[config.mk]
export PLATFORM = sky130hd
export DESIGN_NAME = trivium_core
export DESIGN_NICKNAME = d
export VERILOG_FILES = /design/src/rtl/trivium_pkg.sv /design/src/rtl/trivium_round8.sv /design/src/rtl/trivium_core.sv
export SDC_FILE = /design/constraint.sdc
export NUM_CORES = 1
export LEC_CHECK = 0
export CELL_PAD_IN_SITES_DETAIL_PLACEMENT = 1
export CELL_PAD_IN_SITES_GLOBAL_PLACEMENT = 2
export CORE_UTILIZATION = 42
export CTS_CLUSTER_DIAMETER = 60
export DETAILED_ROUTE_END_ITERATION = 12
export PLACE_DENSITY_LB_ADDON = 0.1
export SKIP_CTS_REPAIR_TIMING = 1
export SLEW_MARGIN = 20
export SYNTH_ARGS = -nofsm -noshare
export SYNTH_HDL_FRONTEND = slang
export SYNTH_HIERARCHICAL = 1
export SYNTH_SLANG_ARGS = --single-unit
[constraint.sdc]
create_clock -name clk -period 21.2 [get_ports clk]
set_clock_uncertainty 0.1 [all_clocks]
set_input_delay 2.12 -clock clk [delete_from_list [all_inputs] [get_ports clk]]
set_output_delay 2.12 -clock clk [all_outputs]
set_load 0.02 [all_outputs]
[src/rtl/trivium_pkg.sv]
// rtl/trivium_pkg.sv - Trivium widths, tap positions, FSM encoding and single-round function.
package trivium_pkg;

    localparam int KEY_W   = 80;
    localparam int IV_W    = 80;
    localparam int STATE_W = 288;

    // Vector index = Trivium bit number minus one (state[0] is s1).
    localparam int A_LAST  = 92;   // s93, last bit of register A
    localparam int B_LAST  = 176;  // s177, last bit of register B

    localparam int T1_A    = 65;
    localparam int T1_B    = 92;
    localparam int T1_AND0 = 90;
    localparam int T1_AND1 = 91;
    localparam int T1_X    = 170;

    localparam int T2_A    = 161;
    localparam int T2_B    = 176;
    localparam int T2_AND0 = 174;
    localparam int T2_AND1 = 175;
    localparam int T2_X    = 263;

    localparam int T3_A    = 242;
    localparam int T3_B    = 287;
    localparam int T3_AND0 = 285;
    localparam int T3_AND1 = 286;
    localparam int T3_X    = 68;

    typedef enum logic [1:0] {
        ST_IDLE   = 2'd0,
        ST_WARMUP = 2'd1,
        ST_READY  = 2'd2
    } fsm_e;

    typedef struct packed {
        logic [STATE_W-1:0] state;
        logic               z;
    } round_t;

    function automatic round_t trivium_round(input logic [STATE_W-1:0] s);
        round_t r;
        logic   t1;
        logic   t2;
        logic   t3;
        t1 = s[T1_A] ^ s[T1_B];
        t2 = s[T2_A] ^ s[T2_B];
        t3 = s[T3_A] ^ s[T3_B];
        r.z = t1 ^ t2 ^ t3;
        t1 = t1 ^ (s[T1_AND0] & s[T1_AND1]) ^ s[T1_X];
        t2 = t2 ^ (s[T2_AND0] & s[T2_AND1]) ^ s[T2_X];
        t3 = t3 ^ (s[T3_AND0] & s[T3_AND1]) ^ s[T3_X];
        r.state = {s[STATE_W-2:B_LAST+1], t2,
                   s[B_LAST-1:A_LAST+1], t1,
                   s[A_LAST-1:0],        t3};
        return r;
    endfunction

endpackage

[src/rtl/trivium_round8.sv]
// rtl/trivium_round8.sv - Eight chained Trivium rounds in one combinational step.
module trivium_round8
    import trivium_pkg::*;
(
    input  logic [STATE_W-1:0] state_in,
    output logic [STATE_W-1:0] state_out,
    output logic [7:0]         z_out
);

    logic [STATE_W-1:0] acc;
    round_t             rnd;

    // z_out[0] is the first round's keystream bit.
    always_comb begin
        acc   = state_in;
        rnd   = '0;
        z_out = '0;
        for (int i = 0; i < 8; i++) begin
            rnd      = trivium_round(acc);
            acc      = rnd.state;
            z_out[i] = rnd.z;
        end
        state_out = acc;
    end

endmodule

[src/rtl/trivium_core.sv]
// rtl/trivium_core.sv - Rekeyable Trivium keystream generator, one byte per clock.
module trivium_core
    import trivium_pkg::*;
#(
    parameter int INIT_ROUNDS = 1152
) (
    input  logic             clk,
    input  logic             rst,
    input  logic [KEY_W-1:0] key,
    input  logic [IV_W-1:0]  iv,
    input  logic             start,
    output logic             busy,
    output logic [7:0]       keystream_byte,
    output logic             keystream_valid,
    input  logic             keystream_read
);

    localparam int WARM_STEPS = INIT_ROUNDS / 8;
    localparam int CNT_W      = $clog2(WARM_STEPS + 1);
    localparam logic [CNT_W-1:0] CNT_INIT = CNT_W'(WARM_STEPS);

    fsm_e               fsm_q;
    fsm_e               fsm_d;
    logic [CNT_W-1:0]   cnt_q;
    logic [CNT_W-1:0]   cnt_d;
    logic [STATE_W-1:0] state_q;
    logic [STATE_W-1:0] state_d;
    logic [STATE_W-1:0] adv_state;
    logic [STATE_W-1:0] load_state;
    logic [7:0]         z8;

    trivium_round8 u_round8 (
        .state_in  (state_q),
        .state_out (adv_state),
        .z_out     (z8)
    );

    // s288..s286 = 1, s285..s178 = 0, s177..s174 = 0, IV, s93..s81 = 0, key.
    assign load_state = {3'b111, 108'b0, 4'b0, iv, 13'b0, key};

    always_ff @(posedge clk or posedge rst) begin
        if (rst) begin
            fsm_q   <= ST_IDLE;
            cnt_q   <= '0;
            state_q <= '0;
        end else begin
            fsm_q   <= fsm_d;
            cnt_q   <= cnt_d;
            state_q <= state_d;
        end
    end

    always_comb begin
        fsm_d   = fsm_q;
        cnt_d   = cnt_q;
        state_d = state_q;
        case (fsm_q)
            ST_IDLE: begin
                if (start) begin
                    fsm_d   = ST_WARMUP;
                    cnt_d   = CNT_INIT;
                    state_d = load_state;
                end
            end
            ST_WARMUP: begin
                state_d = adv_state;
                cnt_d   = cnt_q - 1'b1;
                if (cnt_q == CNT_W'(1)) begin
                    fsm_d = ST_READY;
                end
            end
            ST_READY: begin
                // A rekey takes priority and drops any simultaneous read.
                if (start) begin
                    fsm_d   = ST_WARMUP;
                    cnt_d   = CNT_INIT;
                    state_d = load_state;
                end else if (keystream_read) begin
                    state_d = adv_state;
                end
            end
            default: begin
                fsm_d = ST_IDLE;
            end
        endcase
    end

    always_comb begin
        busy            = (fsm_q == ST_WARMUP);
        keystream_valid = (fsm_q == ST_READY);
        keystream_byte  = keystream_valid ? z8 : 8'h00;
    end

endmodule

==> reports/qor.yml <==
synthTopCellsByArea: "dfrtp_1 44%, buf_4 12%, mux2_2 11%, a22o_1 8.3%, mux2i_1 7.4%"
worstPathMaxFanout: 76
max_freq_mhz: 195
outcome: "finished clean"
combPwrFrac_pct: 47.1
cpMostUsedCell: "buf_4"
peakVddDrop_mv: 0.152
rsz0062_at_grt: "false"
seqCellArea_sq_um: 7460
period_needed_ns: 5.13
drtIter0Drc: 420
n_fill_cell: 4135
post_drt_wl_per_cell_um: 19.4
worst_pin_slew_ns: 1.07
max-clock-path-buffers: 3
via_count: 9592
setup_viol_count_final: 0
grt_pass1_vias: 10300
ys_seq_area_share_pct: 44.0
drc: 0
start_util_pct: 42.7
grt_usage_pct: 18.7
p_int_mw: 1.90
die_area_sq_um: 41200
critPathRequiredTime_ns: 21.51
nets: 1542
gp_congestion: 0.767
cp-end-kind: "flop"
r2r_slack_ns: 16.85
yosysTopAreaCellShare_pct: 44.0
slowest_delay_ns: 0.91
cts_sinks: 298
h-tree-depth: 2
portBuffers: 173
vias_per_cell: 4.98
multi_input_area_sq_um: 6580
fin_area_sq_um: 18300
post-route-period-util_pct: 24.2
cts-root-buf: "clkbuf_16"
hold_ws_ns: 0.402
post-synth-top-area-cell: "dfrtp_1"
p_seq_share_pct: 30.2
yosysUniqueCellTypes: 37
die_w_um: 203
hold_viol_final: 0
grt_overflow: 0
antenna_found_initial: 6
first_pass_iters: 4
clkTransAtPathRegs_ns: 0.05
die_h_um: 203
synth_nets: 1666
drive_above_1_share_pct: 18.1
leakage_nw: 8.20
powerDensity_nw_per_um2: 160
cts_buffers: 38
post-route-util_pct: 46.2
synth_area_sq_um: 16900
grt_max_degree: 150
critPathSlowestCell: "buf_4"
ys_ff_latch: 298
antenna_left: 0
finalSetupTns_ns: 0
synthArstFlopShare_pct: 100
clkLatencyLatePin_ns: 0.52
clkPwrFrac_pct: 22.8
setup.worst_path.class: "in2reg"
synth_edf_count: 0
startpoint_type: "input port"
cts_tree: "done"
crit_chain: "clkdlybuf4s50_1, inv_1, a21oi_1, o22ai_4, buf_4, buf_4, mux2_2"
synth_area_per_cell_sq_um: 11.3
ios: 174
maxCapViolCount: 0
slew_violations: 0
p_sw_share_pct: 35.4
hold_path_class: "reg2reg"
dpl.hpwl_um: 24900
place_area_sq_um: 17000
grt_pass1_wl_um: 59900
synthCells: 1495
coreArea_sq_um: 39700
switching_power_mw: 1.04
relSlewSlack_pct: 28.4
critPathArrivalTime_ns: 5.43
syn2layout_area_growth_pct: 8.22
rows: 73
wl_um: 37500
synthFlopType: "dfrtp_1"
synth_warnings: 6
## through the flow
stage	total power, mW	cells	setup WS [ns]
floorplan	2.16	1495	10.75
CTS	2.98	1923	16.04
detailed placement	2.29	1856	15.49
finish	2.93	1926	16.07
global route	3.11	1923	15.83
global placement	2.27	1856	15.51
## path summary, 6_finish.rpt
kind / depth (start not counted) / end / from
max: 7 / state_q[76] / keystream_read
min: 1 / state_q[56] / state_q[56]
max reg2reg: 7 / state_q[76] / fsm_q[0]
min reg2reg: 1 / state_q[56] / state_q[56]
max in group asynchronous: 4 / state_q[142] / rst
min in group asynchronous: 2 / cnt_q[7] / rst
## power groups by stage
stage	clock network [mW]	logic [mW]	registers, mW
2_1_floorplan	0	1.32	0.841
3_3_place_gp	0	1.38	0.892
3_5_place_dp	0	1.40	0.896
4_1_cts	0.691	1.40	0.888
5_1_grt	0.709	1.49	0.910
6_report	0.668	1.38	0.885
## synth_stat cells, types with 2 or more instances
| cell | n |
|---|---|
| o211ai_1 | 2 |
| mux2i_1 | 125 |
| nor2_1 | 8 |
| buf_2 | 43 |
| o21a_1 | 2 |
| xor3_1 | 23 |
| a22o_1 | 161 |
| ha_1 | 7 |
| xnor2_2 | 12 |
| buf_1 | 4 |
| xnor2_1 | 14 |
| mux2_1 | 4 |
| inv_1 | 132 |
| buf_6 | 13 |
| nand2_1 | 159 |
| mux2_2 | 160 |
| buf_4 | 264 |
| o21ai_0 | 6 |
| and2_1 | 9 |
| xor2_1 | 3 |
| dfrtp_1 | 298 |
| clkbuf_1 | 23 |
| o21ai_1 | 2 |
| xnor3_1 | 8 |
## kinds of logic after synthesis
logic type               after synthesis  share of synthesized area (%)
AO/OA/AOI/OAI                        176                           8.90
flip-flops                           298                           44.0
XOR/XNOR                              61                           6.48
multiplexers                         289                           18.3
AND/OR/NAND/NOR                      185                           4.47
adder cells (fa/ha/maj)                7                          0.517
buffers and inverters                479                           17.3
## critical path: cells and delay by family
kind / cells / cell delay, ns
buffers and inverters: 4 / 2.19
muxes: 1 / 0.42
AOI/OAI and AO/OA: 2 / 0.60
## flip-flops by register name, summed over array words and instances, names as in the netlist
signal and cells:
cnt_q 8, state_q 288, fsm_q 2
## layer usage
metal | track usage, % | share of wire (%) | up-vias
li1 | - | - | 4511
met1 | 25.8 | 47 | 4882
met2 | 29.3 | 46 | 140
met3 | 4.70 | 5.3 | 53
met4 | 4.38 | 1.8 | 6
met5 | 0 | 0.10 | -
## cells in the final DEF (no fill, tap or decap), drive strengths merged
master         count
a21oi              1
a22o             161
and2               9
buf               10
bufinv             4
clkbuf            54
clkdlybuf4s50    173
clkinv             5
clkinvlp           3
dfrtp            298
diode              3
ha                 7
inv              133
mux2             164
mux2i            125
nand2            159
nor2               8
nor2b              1
nor3               1
nor3b              1
nor4               1
o211ai             2
o21a               2
o21ai              8
o22ai              1
o41ai              1
or2                1
or3b               1
or4                2
or4b               1
xnor2             26
xnor3              8
xor2               3
xor3              24
## cell type report
class / instances / area share (%)
Sequential cell: 298 / 40.7
Antenna cell: 3 / 0.0409
Clock inverter: 13 / 0.982
Timing Repair Buffer: 183 / 10.0
Tap cell: 525 / 3.58
Inverter: 132 / 2.74
Multi-Input combinational cell: 718 / 35.9
Clock buffer: 54 / 6.12
Power figures use the tool's default switching activity.
